<file path="src/rtl/pid_frame_sequencer_pkg.sv">
// ----------------------------------------------------------------------------
// pid_frame_sequencer_pkg
//   Shared constants and types for the PID frame sequencer slice.
//   - N_WIND_TURBINE : default number of wind-turbine channels per frame
//   - SINGLE_W       : width of one IEEE-754 single-precision sample
//   - seq_state_t    : sequencer FSM encodings SEQ_IDLE..SEQ_CAPTURE
//   - max3()         : elaboration-time helper for sizing counters
// ----------------------------------------------------------------------------
package pid_frame_sequencer_pkg;

   localparam int N_WIND_TURBINE = 8;
   localparam int SINGLE_W       = 32;

   localparam logic [15:0] OVERRUN_MAX = 16'hFFFF;

   typedef enum logic [2:0] {
      SEQ_IDLE    = 3'd0,
      SEQ_LEAD    = 3'd1,
      SEQ_ISSUE   = 3'd2,
      SEQ_WAIT    = 3'd3,
      SEQ_CAPTURE = 3'd4
   } seq_state_t;

   function automatic int max3(input int a, input int b, input int c);
      int m;
      m = (a > b) ? a : b;
      return (m > c) ? m : c;
   endfunction

endpackage

</file>
<file path="src/rtl/pid_seq_bank.sv">
// ----------------------------------------------------------------------------
// pid_seq_bank
//   N_CH x 32-bit register bank with an optional snapshot copy.
//   With HAS_SNAP=1 a shadow bank takes host writes at any time and 'snap'
//   copies it into an active bank; a write in the snapshot cycle is carried
//   straight into the active copy. Reads come from the active bank.
//   With HAS_SNAP=0 the bank is a plain register file read from the shadow.
//
//   Ports:
//     clk, rst_user : clock, asynchronous active-high reset
//     we/waddr/wdata: write port into the shadow registers
//     snap          : copy shadow -> active (HAS_SNAP=1 only)
//     raddr/rdata   : combinational indexed read
// ----------------------------------------------------------------------------
module pid_seq_bank
   import pid_frame_sequencer_pkg::*;
#(
   parameter int N_CH     = N_WIND_TURBINE,
   parameter bit HAS_SNAP = 1'b1
)(
   input  logic                     clk,
   input  logic                     rst_user,
   input  logic                     we,
   input  logic [$clog2(N_CH)-1:0]  waddr,
   input  logic [SINGLE_W-1:0]      wdata,
   input  logic                     snap,
   input  logic [$clog2(N_CH)-1:0]  raddr,
   output logic [SINGLE_W-1:0]      rdata
);

   localparam int AW = $clog2(N_CH);

   logic [SINGLE_W-1:0] shadow_q [N_CH];

   // NOTE: sequential state is always assigned with <= so every register
   // samples pre-edge values, regardless of block ordering.
   // NOTE: the banks are small register arrays, not RAM macros, so they are
   // cleared by reset along with the rest of the state.
   always_ff @(posedge clk or posedge rst_user) begin
      if (rst_user) begin
         for (int i = 0; i < N_CH; i++) shadow_q[i] <= '0;
      end else if (we) begin
         shadow_q[waddr] <= wdata;
      end
   end

   generate
      if (HAS_SNAP) begin : g_snap
         logic [SINGLE_W-1:0] active_q [N_CH];

         always_ff @(posedge clk or posedge rst_user) begin
            if (rst_user) begin
               for (int i = 0; i < N_CH; i++) active_q[i] <= '0;
            end else if (snap) begin
               // Write-through: a host write landing in the snapshot cycle
               // is part of the frame.
               for (int i = 0; i < N_CH; i++) begin
                  active_q[i] <= (we && (waddr == AW'(i))) ? wdata : shadow_q[i];
               end
            end
         end

         assign rdata = active_q[raddr];
      end else begin : g_direct
         logic unused_snap;
         assign unused_snap = snap;
         assign rdata       = shadow_q[raddr];
      end
   endgenerate

endmodule

</file>
<file path="src/rtl/pid_frame_sequencer.sv">
// ----------------------------------------------------------------------------
// pid_frame_sequencer
//   Initiator side of the time-multiplexed PID pipelines. Per accepted step:
//   done_read pulse, LEAD cycles later a sta pulse with the first of N_CH
//   samples on x, then the returned y stream (marked by done_sig) is captured
//   into a result bank that the host reads with one cycle of latency.
//
//   Ports:
//     clk, rst_user         : clock, asynchronous active-high reset
//     step                  : frame request (dropped and counted when busy)
//     in_we/in_addr/in_data : host writes into the input shadow bank
//     done_read, sta, x     : frame start pulse, first-word pulse, sample bus
//     done_sig, y           : returned result stream from the PID block
//     res_addr, res_data    : registered result-bank read
//     busy, frame_done      : activity flag, end-of-frame pulse
//     timeout               : sticky "no done_sig in time" flag
//     overrun_cnt           : saturating count of dropped step requests
// ----------------------------------------------------------------------------
module pid_frame_sequencer
   import pid_frame_sequencer_pkg::*;
#(
   parameter int N_CH    = N_WIND_TURBINE,
   parameter int LEAD    = 15,
   parameter int RES_LAT = 20,
   parameter int TMO     = 16
)(
   input  logic                     clk,
   input  logic                     rst_user,
   input  logic                     step,
   input  logic                     in_we,
   input  logic [$clog2(N_CH)-1:0]  in_addr,
   input  logic [SINGLE_W-1:0]      in_data,
   output logic                     done_read,
   output logic                     sta,
   output logic [SINGLE_W-1:0]      x,
   input  logic                     done_sig,
   input  logic [SINGLE_W-1:0]      y,
   input  logic [$clog2(N_CH)-1:0]  res_addr,
   output logic [SINGLE_W-1:0]      res_data,
   output logic                     busy,
   output logic                     frame_done,
   output logic                     timeout,
   output logic [15:0]              overrun_cnt
);

   localparam int AW = $clog2(N_CH);
   // One counter serves LEAD timing, the ISSUE index and the elapsed time
   // since sta while waiting, so it must hold the largest of the three.
   localparam int CW = $clog2(max3(LEAD, RES_LAT + TMO, N_CH) + 1);

   localparam logic [CW-1:0] LEAD_LAST  = CW'(LEAD - 1);
   localparam logic [CW-1:0] ISSUE_LAST = CW'(N_CH - 1);
   localparam logic [CW-1:0] WAIT_LAST  = CW'(RES_LAT + TMO - 1);
   localparam logic [AW-1:0] CAP_LAST   = AW'(N_CH - 1);

   seq_state_t          state_q, state_d;
   logic [CW-1:0]       cnt_q, cnt_d;
   logic                cap_active_q, cap_active_d;
   logic [AW-1:0]       cap_idx_q, cap_idx_d;
   logic                frame_done_q, frame_done_d;
   logic                timeout_q, timeout_d;
   logic [15:0]         overrun_q;
   logic [SINGLE_W-1:0] res_data_q;

   logic                accept;
   logic                cap_last;
   logic                res_we;
   logic [AW-1:0]       res_waddr;
   logic [SINGLE_W-1:0] in_rdata;
   logic [SINGLE_W-1:0] res_rdata;

   // A step in the frame_done cycle is treated like a step while busy.
   assign accept   = (state_q == SEQ_IDLE) && step && !frame_done_q;
   assign cap_last = cap_active_q && (cap_idx_q == CAP_LAST);

   // ---------------------------------------------------------------------
   // Banks
   // ---------------------------------------------------------------------
   pid_seq_bank #(
      .N_CH     (N_CH),
      .HAS_SNAP (1'b1)
   ) u_in_bank (
      .clk      (clk),
      .rst_user (rst_user),
      .we       (in_we),
      .waddr    (in_addr),
      .wdata    (in_data),
      .snap     (accept),
      .raddr    (cnt_q[AW-1:0]),
      .rdata    (in_rdata)
   );

   pid_seq_bank #(
      .N_CH     (N_CH),
      .HAS_SNAP (1'b0)
   ) u_res_bank (
      .clk      (clk),
      .rst_user (rst_user),
      .we       (res_we),
      .waddr    (res_waddr),
      .wdata    (y),
      .snap     (1'b0),
      .raddr    (res_addr),
      .rdata    (res_rdata)
   );

   // ---------------------------------------------------------------------
   // Next-state / capture logic
   // ---------------------------------------------------------------------
   // NOTE: every signal written here gets a default first, so no path can
   // leave one unassigned and infer a latch.
   always_comb begin
      state_d      = state_q;
      cnt_d        = cnt_q;
      cap_active_d = cap_active_q;
      cap_idx_d    = cap_idx_q;
      frame_done_d = 1'b0;
      timeout_d    = timeout_q;
      res_we       = 1'b0;
      res_waddr    = cap_idx_q;

      // The capture engine runs independently of the issue index so that a
      // done_sig arriving while samples are still going out is honoured.
      if (cap_active_q) begin
         res_we    = 1'b1;
         res_waddr = cap_idx_q;
         if (cap_last) begin
            cap_active_d = 1'b0;
            cap_idx_d    = '0;
         end else begin
            cap_idx_d = cap_idx_q + AW'(1);
         end
      end else if (done_sig && ((state_q == SEQ_ISSUE) || (state_q == SEQ_WAIT))) begin
         res_we       = 1'b1;
         res_waddr    = '0;
         cap_active_d = 1'b1;
         cap_idx_d    = AW'(1);
      end

      unique case (state_q)
         SEQ_IDLE: begin
            cnt_d = '0;
            if (accept) state_d = SEQ_LEAD;
         end
         SEQ_LEAD: begin
            if (cnt_q == LEAD_LAST) begin
               state_d = SEQ_ISSUE;
               cnt_d   = '0;
            end else begin
               cnt_d = cnt_q + CW'(1);
            end
         end
         SEQ_ISSUE: begin
            // cnt keeps running past ISSUE: it is the time since sta.
            cnt_d = cnt_q + CW'(1);
            if (cnt_q == ISSUE_LAST) begin
               if (cap_last) begin
                  state_d      = SEQ_IDLE;
                  frame_done_d = 1'b1;
               end else if (cap_active_d) begin
                  state_d = SEQ_CAPTURE;
               end else begin
                  state_d = SEQ_WAIT;
               end
            end
         end
         SEQ_WAIT: begin
            cnt_d = cnt_q + CW'(1);
            if (cap_active_d) begin
               state_d = SEQ_CAPTURE;
            end else if (cnt_q >= WAIT_LAST) begin
               state_d   = SEQ_IDLE;
               timeout_d = 1'b1;
            end
         end
         SEQ_CAPTURE: begin
            if (cap_last) begin
               state_d      = SEQ_IDLE;
               frame_done_d = 1'b1;
            end
         end
         default: state_d = SEQ_IDLE;
      endcase
   end

   // ---------------------------------------------------------------------
   // State registers
   // ---------------------------------------------------------------------
   always_ff @(posedge clk or posedge rst_user) begin
      if (rst_user) begin
         state_q      <= SEQ_IDLE;
         cnt_q        <= '0;
         cap_active_q <= 1'b0;
         cap_idx_q    <= '0;
         frame_done_q <= 1'b0;
         timeout_q    <= 1'b0;
         overrun_q    <= '0;
         res_data_q   <= '0;
      end else begin
         state_q      <= state_d;
         cnt_q        <= cnt_d;
         cap_active_q <= cap_active_d;
         cap_idx_q    <= cap_idx_d;
         frame_done_q <= frame_done_d;
         timeout_q    <= timeout_d;
         // Registered from the pre-edge bank contents, so a same-cycle
         // write to the addressed entry returns the old value.
         res_data_q   <= res_rdata;
         if (step && ((state_q != SEQ_IDLE) || frame_done_q) && (overrun_q != OVERRUN_MAX)) begin
            overrun_q <= overrun_q + 16'd1;
         end
      end
   end

   // ---------------------------------------------------------------------
   // Outputs: decoded from registered state, so reset clears them at once.
   // ---------------------------------------------------------------------
   assign busy        = (state_q != SEQ_IDLE);
   assign done_read   = (state_q == SEQ_LEAD) && (cnt_q == '0);
   assign sta         = (state_q == SEQ_ISSUE) && (cnt_q == '0);
   assign x           = (state_q == SEQ_ISSUE) ? in_rdata : '0;
   assign frame_done  = frame_done_q;
   assign timeout     = timeout_q;
   assign overrun_cnt = overrun_q;
   assign res_data    = res_data_q;

endmodule

</file>
<file path="config.mk">
export PLATFORM = sky130hd
export DESIGN_NAME = pid_frame_sequencer
export DESIGN_NICKNAME = d
export VERILOG_FILES = /design/src/rtl/pid_frame_sequencer_pkg.sv /design/src/rtl/pid_seq_bank.sv /design/src/rtl/pid_frame_sequencer.sv
export SDC_FILE = /design/constraint.sdc
export NUM_CORES = 1
export LEC_CHECK = 0
export BUFFER_PORTS_ARGS = -buffer_cell sky130_fd_sc_hd__buf_2
export CAP_MARGIN = 20
export CORE_UTILIZATION = 55
export CTS_BUF_LIST = sky130_fd_sc_hd__clkbuf_8
export DETAILED_ROUTE_END_ITERATION = 10
export GPL_TIMING_DRIVEN = 0
export PLACE_DENSITY = 0.75
export SKIP_LAST_GASP = 1
export SLEW_MARGIN = 10
export SYNTH_ARGS = -nofsm -noshare
export SYNTH_HDL_FRONTEND = slang
export SYNTH_SLANG_ARGS = --single-unit
</file>
<file path="constraint.sdc">
create_clock -name clk -period 25.2 [get_ports clk]
set_input_delay 1.26 -clock clk [delete_from_list [all_inputs] [get_ports clk]]
set_output_delay 1.26 -clock clk [all_outputs]
set_load 0.05 [all_outputs]
</file>
* After elaboration in Yosys (flattened, before gate mapping)
Index checks and enable logic that the tools add are counted.
** Word-level totals
- Register bits :: 831
- Input bits :: 75
- Output and inout bits :: 85
- Logic and storage cells :: 141
** Cells by class
- $add $sub $neg :: 3
- Magnitude comparators :: 7
- Eq/ne operators :: 20
- Multiplexer cells :: 44
- Bitwise logic cells :: 5
- Reduce and logical (&&, ||, !) cells :: 30
** Operator list (count)
- bitwise mux 256 bit :: 2
- 2-to-1 mux 32 bit :: 15
- binary-select mux 32 bit (select 3 bit) :: 2
- demux 32 bit (select 3 bit) :: 2
- 2-to-1 mux 3 bit :: 13
- == test 3 bit (second input constant) :: 6
- logical AND 1 bit :: 18
- case mux 6 bit (3 select lines) :: 1
- adder 16 x 1 -> 16 bit (second input constant) :: 1
- >= comparator 4 bit (second input constant) :: 4
- inequality test 16 bit (second input constant) :: 1
- NOT 3 -> 4 bit :: 4
- case mux 3 bit (5 select lines) :: 1
- == test 3 x 2 -> 1 bit (second input constant) :: 4
- < comparator 4 x 1 -> 1 bit (second input constant) :: 2
- adder 6 x 1 -> 6 bit (second input constant) :: 1
- == test 3 x 1 -> 1 bit (second input constant) :: 2
- == test 6 x 3 -> 1 bit (second input constant) :: 1
- == test 6 x 4 -> 1 bit (second input constant) :: 1
- >= comparator 6 bit (second input constant) :: 1
- logical NOT 3 bit :: 2
- logical NOT 6 bit :: 1
- 2-to-1 mux 1 bit :: 6
- 2-to-1 mux 6 bit :: 1
- 13 further kinds :: 17

* Longest topological paths before layout
Gate-level depths: netlist of the first run.
- Word-level depth :: 11
- Mapped depth :: 7
- Mapped depth without buffers :: 6

* Hierarchy
From an unflattened synthesis of the first run, not the netlist that was laid out.
** Second synthesis, totals
- Cell total of the unflattened synthesis :: 2126
- Area total of the unflattened synthesis :: 36271.0 sq um
** Modules (own cells, without submodules)
- pid_seq_bank at u_in_bank :: times used 1, cells an instance 1206, area an instance 21947.3 sq um, sequential area each 12812.3 sq um
- pid_seq_bank at u_res_bank :: times used 1, cells an instance 666, area an instance 11542.3 sq um, sequential area each 6406.1 sq um
- pid_frame_sequencer :: times used 1, cells an instance 254, area an instance 2781.4 sq um, sequential area each 1576.5 sq um

* Worst setup path before layout of the first run
Ideal clock, no wire load.
- Path kind :: flip-flop to output port
- Start :: register cnt_q[0]
- End :: output port x[12]
- Arrival :: 2.073 ns
- Required time :: 23.940 ns
- Slack :: 21.867 ns
- Stages on the path, launching flop included :: 7
- Buffers on the path :: 3
- Cell sequence :: dfrtp_1 > clkbuf_1 > buf_2 > buf_2 > mux4_2 > mux2i_1 > nor2_1
** Between the ends
- Word-level cells in the longest chain between the ends :: 5
** Ends and longest elaborated chain
- start: declaration :: line pid_frame_sequencer.sv:57 : logic [CW-1:0] cnt_q, cnt_d;
- start signal: assignment :: line pid_frame_sequencer.sv:201 : cnt_q <= cnt_d;
- NOT 3 -> 4 bit (not written as such) :: line pid_seq_bank.sv:63 : assign rdata = active_q[raddr];
- binary-select mux 32 bit (select 3 bit) :: line pid_seq_bank.sv:63
- 2-to-1 mux 32 bit (not written as such) (2 in a row) :: line pid_seq_bank.sv:63
- 2-to-1 mux 32 bit :: line pid_frame_sequencer.sv:221 : assign x = (state_q == SEQ_ISSUE) ? in_rdata : '0;
- end: declaration :: line pid_frame_sequencer.sv:35 : output logic [SINGLE_W-1:0] x,
No other way between the ends. The select of a mux whose other input is x is not followed.

* Final worst setup path of the first run
- Start :: register cnt_q[1]
- End :: output port x[20]
The elaborated chain is that of the path after synthesis.

==> results of run 1 <==
through the flow:
stage | setup TNS [ns] | setup WS, ns | util | hold slack [ns]
2_1_floorplan | 0 | 0.5956 | - | 0.4509
3_3_place_gp | -4662.61 | -5.666 | 0.5898 | 0.4630
3_5_place_dp | 0 | 20.91 | 0.5926 | 0.4675
4_1_cts | 0 | 20.04 | 0.6357 | 0.4803
5_1_grt | 0 | 19.93 | 0.6360 | 0.4965
6_report | 0 | 19.97 | 0.6361 | 0.4800
registers in the layout (all words and copies together) (netlist names):
register	cells
cap_active_q	1
cap_idx_q	3
cnt_q	6
frame_done	1
overrun_cnt	16
res_data	32
state_q	3
timeout	1
u_in_bank.g_snap.active_q	256
u_in_bank.shadow_q	256
u_res_bank.shadow_q	256
worst max-delay path, delay by kind of cell, from the launching register on:
| family | cells | cell delay, ns |
|---|---|---|
| buffers and inverters | 3 | 1.77 |
| flip-flops | 1 | 0.57 |
| multiplexers | 2 | 0.44 |
| AND/OR/NAND/NOR | 1 | 0.38 |
power by group through the flow:
stage / clock network, mW / registers, mW / logic, mW
floorplan: 0 / 2.15 / 0.989
global placement: 0 / 2.10 / 1.32
detailed placement: 0 / 2.12 / 1.38
CTS: 1.17 / 2.10 / 1.38
global route: 1.23 / 2.16 / 1.47
finish: 1.14 / 2.10 / 1.37
final cells by class:
type / instances / area, um2 / share of cell area
Sequential cell: 831 / 20790 / 0.5268
Multi-Input combinational cell: 1134 / 13330 / 0.3376
Clock buffer: 167 / 2298 / 0.05823
Tap cell: 837 / 1047 / 0.02653
Timing Repair Buffer: 159 / 937.1 / 0.02374
Buffer: 130 / 656.9 / 0.01664
Clock inverter: 70 / 374.1 / 0.009478
Inverter: 4 / 22.52 / 0.0005706
Antenna cell: 5 / 12.51 / 0.0003170
cell usage in the layout (no fill, tap or decap), types with 8 or more instances in the layout:
cell type and count:
xnor2_1 11, nand2_1 13, buf_2 194, nor2_1 47
dfrtp_1 831, clkbuf_1 55, mux2i_1 32, clkinv_2 9
inv_1 51, clkbuf_8 167, nand4_1 10, buf_4 23
nand4b_1 8, mux2_2 732, mux2_1 69, mux4_2 128
routing by layer:
layer / global-route usage / part of all wire
met4: 0.09195 / 0.023
met2: 0.3959 / 0.49
met3: 0.05080 / 0.046
met1: 0.3418 / 0.44
met5: 0 / 0.00085
path summary, 6_finish.rpt:
path,startpoint,endpoint,cells past startpoint,slack [ns]
hold reg to reg,u_in_bank.g_snap.active_q[182]$_DFFE_PP0P_,u_in_bank.g_snap.active_q[182]$_DFFE_PP0P_,1,0.48
setup reg to reg,cap_idx_q[0]$_DFFE_PP0P_,u_res_bank.shadow_q[169]$_DFFE_PP0P_,6,22.62
setup / recovery,cnt_q[1]$_DFFE_PP0P_,x[20],6,19.97
min in group asynchronous,rst_user,u_res_bank.shadow_q[123]$_DFFE_PP0P_,2,0.60
max in group asynchronous,rst_user,u_in_bank.shadow_q[136]$_DFFE_PP0P_,4,22.94
hold / removal,u_in_bank.g_snap.active_q[182]$_DFFE_PP0P_,u_in_bank.g_snap.active_q[182]$_DFFE_PP0P_,1,0.48
logic make-up after synthesis:
kind of cell | Yosys count
muxes | 961
AOI/OAI and AO/OA | 27
DFF | 831
xor gates and xnor gates | 18
adders and majority gates | 6
and+or+nand+nor | 122
buffers and inverters | 134
==> impl_metrics.env, run 1 <==
export IMPL_status="finished, final reports clean"
export IMPL_routedWlPerCell_um=22.90
export IMPL_avgSynthCellArea_um2=16.58
export IMPL_synthToLayoutAreaGrowth_pct=13.44
export IMPL_nets=2478
export IMPL_synthMuxAreaShare=0.3513
export IMPL_dp_hpwl_um=49690
export IMPL_antenna_found_initial=11
export IMPL_hold_path_class="flip-flop to flip-flop"
export IMPL_portBuffers=152
export IMPL_crit_path_end_kind="output pin"
export IMPL_synth_top_family_by_area="multiplexers"
export IMPL_place_congestion=0.7750
export IMPL_core_um2=62050
export IMPL_post_synth_top_count_cell="dfrtp_1"
export IMPL_report_final_slew_viol_count=0
export IMPL_seqPwrFrac=0.456
export IMPL_synth_cell_types=48
export IMPL_first_iter_violations=1210
export IMPL_grt_max_degree=133
export IMPL_tightest_slew_ns=1.141
export IMPL_yosysTopAreaCell="dfrtp_1"
export IMPL_critPathArrivalTime_ns=3.97
export IMPL_synth_compound_area_frac=0.005538
export IMPL_yosys_top_cells_area="dfrtp_1 60%, mux2_2 24%, mux4_2 8.3%, mux2_1 2.2%, mux2i_1 0.92%"
export IMPL_finalPower_mw=4.611
export IMPL_grt_pass1_vias=20970
export IMPL_io_pins=160
export IMPL_fill_cells=4473
export IMPL_p_switching_mw=1.389
export IMPL_layout_drive_gt1_share=0.5134
export IMPL_dieArea_um2=64270
export IMPL_cp_slowest_cell="clkbuf_1"
export IMPL_synth_cells=2099
export IMPL_dr_pass1_iters=4
export IMPL_layout_cells_non_filler=3337
export IMPL_cts_root_buf="clkbuf_8"
export IMPL_netlist_area_um2=34790
export IMPL_ys_seq_elements=831
export IMPL_grt_pass1_wl_um=120100
export IMPL_fin_worst_skew_ns=0.02972
export IMPL_post_route_period_util=0.2076
export IMPL_drcViolationCount=0
export IMPL_swShare=0.3012
export IMPL_critPathMaxFanout=11
export IMPL_placed_area_um2=36770
export IMPL_cellPowerDensity_nw_per_um2=116.8
export IMPL_start_util=0.5607
export IMPL_h_tree_depth=4
export IMPL_synth_nets=2180
export IMPL_cts_made_buffers=137
export IMPL_synth_edf_count=0
export IMPL_setup_violations=0
export IMPL_ys_warn_count=0
export IMPL_synthArstFlopShare=1.000
export IMPL_post_cts_buffers=0
export IMPL_fmax_mhz=191.1
export IMPL_cts_path_max_buffers=3
export IMPL_clock_latency_ns=0.81
export IMPL_fin_crit_ns=5.232
export IMPL_synthDominantCellAreaShare=0.5977
export IMPL_relSlewSlack=0.2397
export IMPL_grt_overflow=0
export IMPL_vdd_drop_max_mv=0.06098
export IMPL_path_class="flip-flop to output pin"
export IMPL_leakage_nw=17.56
export IMPL_cts_tree="built"
export IMPL_synthSimpleGateAreaFrac=0.01949
export IMPL_synthXorXnorAreaFrac=0.004531
export IMPL_critical_path_max_stage_delay_ns=0.76
export IMPL_rsz0062_at_grt="false"
export IMPL_dpl_cell_count=3094
export IMPL_postCtsResizedCells=0
export IMPL_cp_cell_sequence="buf_1, clkbuf_1, mux4_2, mux2i_1, nor2_1, buf_2"
export IMPL_num_vias=19200
export IMPL_seq_area_frac_synth=0.5977
export IMPL_ant_nets=0
export IMPL_yosys_area_share_adder=0.002158
export IMPL_cts_sinks=831
export IMPL_die_h_um=253.5
export IMPL_crit_required_ns=23.94
export IMPL_synth_common_cells="831 x dfrtp_1, 732 x mux2_2, 128 x mux4_2"
export IMPL_pwr_share_comb=0.298
export IMPL_synth_flop_cell="dfrtp_1"
export IMPL_final_area_um2=39470
export IMPL_maxCapViolCount=0
export IMPL_row_count=91
export IMPL_start_kind="flip-flop"
export IMPL_cts_clk_slew_worst_paths_ns=0.06
export IMPL_fp_dieW_um=253.5
export IMPL_holdBufCountCts=0
export IMPL_clkPwrFrac=0.246
export IMPL_finalHoldViolCount=0
export IMPL_internal_power_mw=3.222
export IMPL_grt_util_all_layers=0.2492
export IMPL_wl_um=76420
export IMPL_vias_per_cell=5.754
No activity file was read; power rests on OpenSTA's default activity.
==> inputs of run 2 (changes only) <==
--- a/config.mk
+++ b/config.mk
@@ -11,7 +11,7 @@
 export CTS_BUF_LIST = sky130_fd_sc_hd__clkbuf_8
 export DETAILED_ROUTE_END_ITERATION = 10
 export GPL_TIMING_DRIVEN = 0
-export PLACE_DENSITY = 0.75
+export PLACE_DENSITY = 0.73
 export SKIP_LAST_GASP = 1
 export SLEW_MARGIN = 10
 export SYNTH_ARGS = -nofsm -noshare
==> constraint.sdc (replaced) <==
create_clock -name clk -period 4.89 [get_ports clk]
set_input_delay 0.2445 -clock clk [delete_from_list [all_inputs] [get_ports clk]]
set_output_delay 0.2445 -clock clk [all_outputs]
set_load 0.05 [all_outputs]
==> impl_metrics.env, run 2 (synthesized netlist as in run 1, its figures left out) <==
export IMPL_finalPower_mw=24.36
export IMPL_ff2ff_path_depth=6
export IMPL_placed_area_um2=37100
export IMPL_final_cell_mix="831 x dfrtp_1, 732 x mux2_2, 194 x buf_2"
export IMPL_antenna_found_initial=5
export IMPL_met3_usage=0.05080
export IMPL_min_path_cells=4
export IMPL_seqPwrFrac=0.445
export IMPL_cts_tree="built"
export IMPL_fin_worst_skew_ns=0.02789
export IMPL_layout_cells_non_filler=3430
export IMPL_num_vias=19620
export IMPL_grt_pass1_vias=21710
export IMPL_clock_latency_ns=0.78
export IMPL_hold_path_class="input port to flip-flop"
export IMPL_grt_pass1_wl_um=124600
export IMPL_use_met1=0.3595
export IMPL_die_h_um=253.5
export IMPL_h_tree_depth=4
export IMPL_multi_input_area_um2=13330
export IMPL_swShare=0.2962
export IMPL_synthToLayoutAreaGrowth_pct=17.15
export IMPL_dp_hpwl_um=51440
export IMPL_tightest_slew_ns=1.109
export IMPL_cts_made_buffers=139
export IMPL_layout_drive_gt1_share=0.5079
export IMPL_io_pins=160
export IMPL_cts_sinks=831
export IMPL_cts_root_buf="clkbuf_8"
export IMPL_core_um2=62050
export IMPL_holdBufCountCts=69
export IMPL_maxCapViolCount=0
export IMPL_report_final_slew_viol_count=0
export IMPL_crit_path_end_kind="output pin"
export IMPL_fmax_mhz=243.7
export IMPL_relSlewSlack=0.2604
export IMPL_dr_pass1_iters=5
export IMPL_reg_top3="u_in_bank.g_snap.active_q (256), u_in_bank.shadow_q (256), u_res_bank.shadow_q (256)"
export IMPL_ant_nets=0
export IMPL_min_from="in_we"
export IMPL_p_switching_mw=7.217
export IMPL_vias_per_cell=5.720
export IMPL_leakage_nw=18.12
export IMPL_portBuffers=152
export IMPL_crit_reg2reg_launch="cnt_q[1]$_DFFE_PP0P_"
export IMPL_critPathMaxFanout=10
export IMPL_crit_required_ns=4.65
export IMPL_finalHoldViolCount=0
export IMPL_r2r_end="cnt_q[1]$_DFFE_PP0P_"
export IMPL_clkPwrFrac=0.260
export IMPL_fin_util=0.6569
export IMPL_post_place_ws_ns=1.622
export IMPL_cts_clk_slew_worst_paths_ns=0.06
export IMPL_dpl_cell_count=3112
export IMPL_rsz0062_at_grt="false"
export IMPL_start_kind="flip-flop"
export IMPL_min_to="u_in_bank.shadow_q[222]$_DFFE_PP0P_"
export IMPL_dieArea_um2=64270
export IMPL_grt_busiest_layer="met2"
export IMPL_wl_um=78330
export IMPL_grt_max_degree=43
export IMPL_fin_ws_ns=0.7868
export IMPL_place_congestion=0.7751
export IMPL_critPathArrivalTime_ns=3.86
export IMPL_path_class="flip-flop to output pin"
export IMPL_regArea_um2=20790
export IMPL_cellPowerDensity_nw_per_um2=597.7
export IMPL_postCtsResizedCells=0
export IMPL_internal_power_mw=17.15
export IMPL_first_iter_violations=1025
export IMPL_post_route_period_util=0.8391
export IMPL_setup_violations=0
export IMPL_cts_path_max_buffers=3
export IMPL_row_count=91
export IMPL_use_met2=0.4077
export IMPL_vdd_drop_max_mv=0.3289
export IMPL_routedWlPerCell_um=22.84
export IMPL_fin_crit_ns=4.103
export IMPL_status="finished, final reports clean"
export IMPL_final_area_um2=40760
export IMPL_grt_util_all_layers=0.2574
export IMPL_post_cts_buffers=0
export IMPL_grt_overflow=0
export IMPL_fill_cells=4385
export IMPL_pwr_share_comb=0.295
export IMPL_fp_dieW_um=253.5
export IMPL_r2r_setup_slack_ns=2.29
export IMPL_nets=2568
export IMPL_final_common_cell="dfrtp_1"
export IMPL_fin_tns_setup_ns=0
export IMPL_drcViolationCount=0
export IMPL_start_util=0.5607
export IMPL_fin_hold_ws_ns=0.1625
==> run 2: final cells by class <==
cell class                      instances  share of cell area
Sequential cell                       831              0.5102
Tap cell                              837             0.02569
Multi-Input combinational cell       1134              0.3269
Antenna cell                            2           0.0001228
Clock inverter                         54            0.007736
Timing Repair Buffer                  247             0.04826
Clock buffer                          191             0.06449
Buffer                                130             0.01612
Inverter                                4           0.0004604
==> run 2: worst max-delay path by stage <==
stage / startpoint / end / slack (ns)
floorplan: rst_user / cap_active_q$_DFF_PP0_ / -6.77
global placement: rst_user / u_in_bank.g_snap.active_q[167]$_DFFE_PP0P_ / -10.28
detailed placement: cnt_q[1]$_DFFE_PP0P_ / x[20] / 1.62
CTS: cnt_q[1]$_DFFE_PP0P_ / x[20] / 0.77
global route: cnt_q[1]$_DFFE_PP0P_ / x[20] / 0.54
finish: cnt_q[1]$_DFFE_PP0P_ / x[20] / 0.79
==> run 2: critical path: stages (launching register included) <==
cell and delay [ns]:
dfrtp_1 0.55, buf_1 0.69, clkbuf_1 0.73, mux4_2 0.36, mux2i_1 0.07, nor2_1 0.35, buf_2 0.34
==> run 2: layer usage <==
layer	share of wire	routed length (um)
met5	0.00034	27
met2	0.48	37880
met4	0.023	1813
met3	0.042	3328
met1	0.45	35280
==> run 2: power groups by stage <==
stage	combinational [mW]	sequential, mW	clock [mW]
floorplan	5.10	11.1	0
global placement	6.85	10.8	0
detailed placement	7.18	10.9	0
CTS	7.25	10.8	6.48
global route	7.73	11.1	6.79
finish	7.18	10.8	6.34
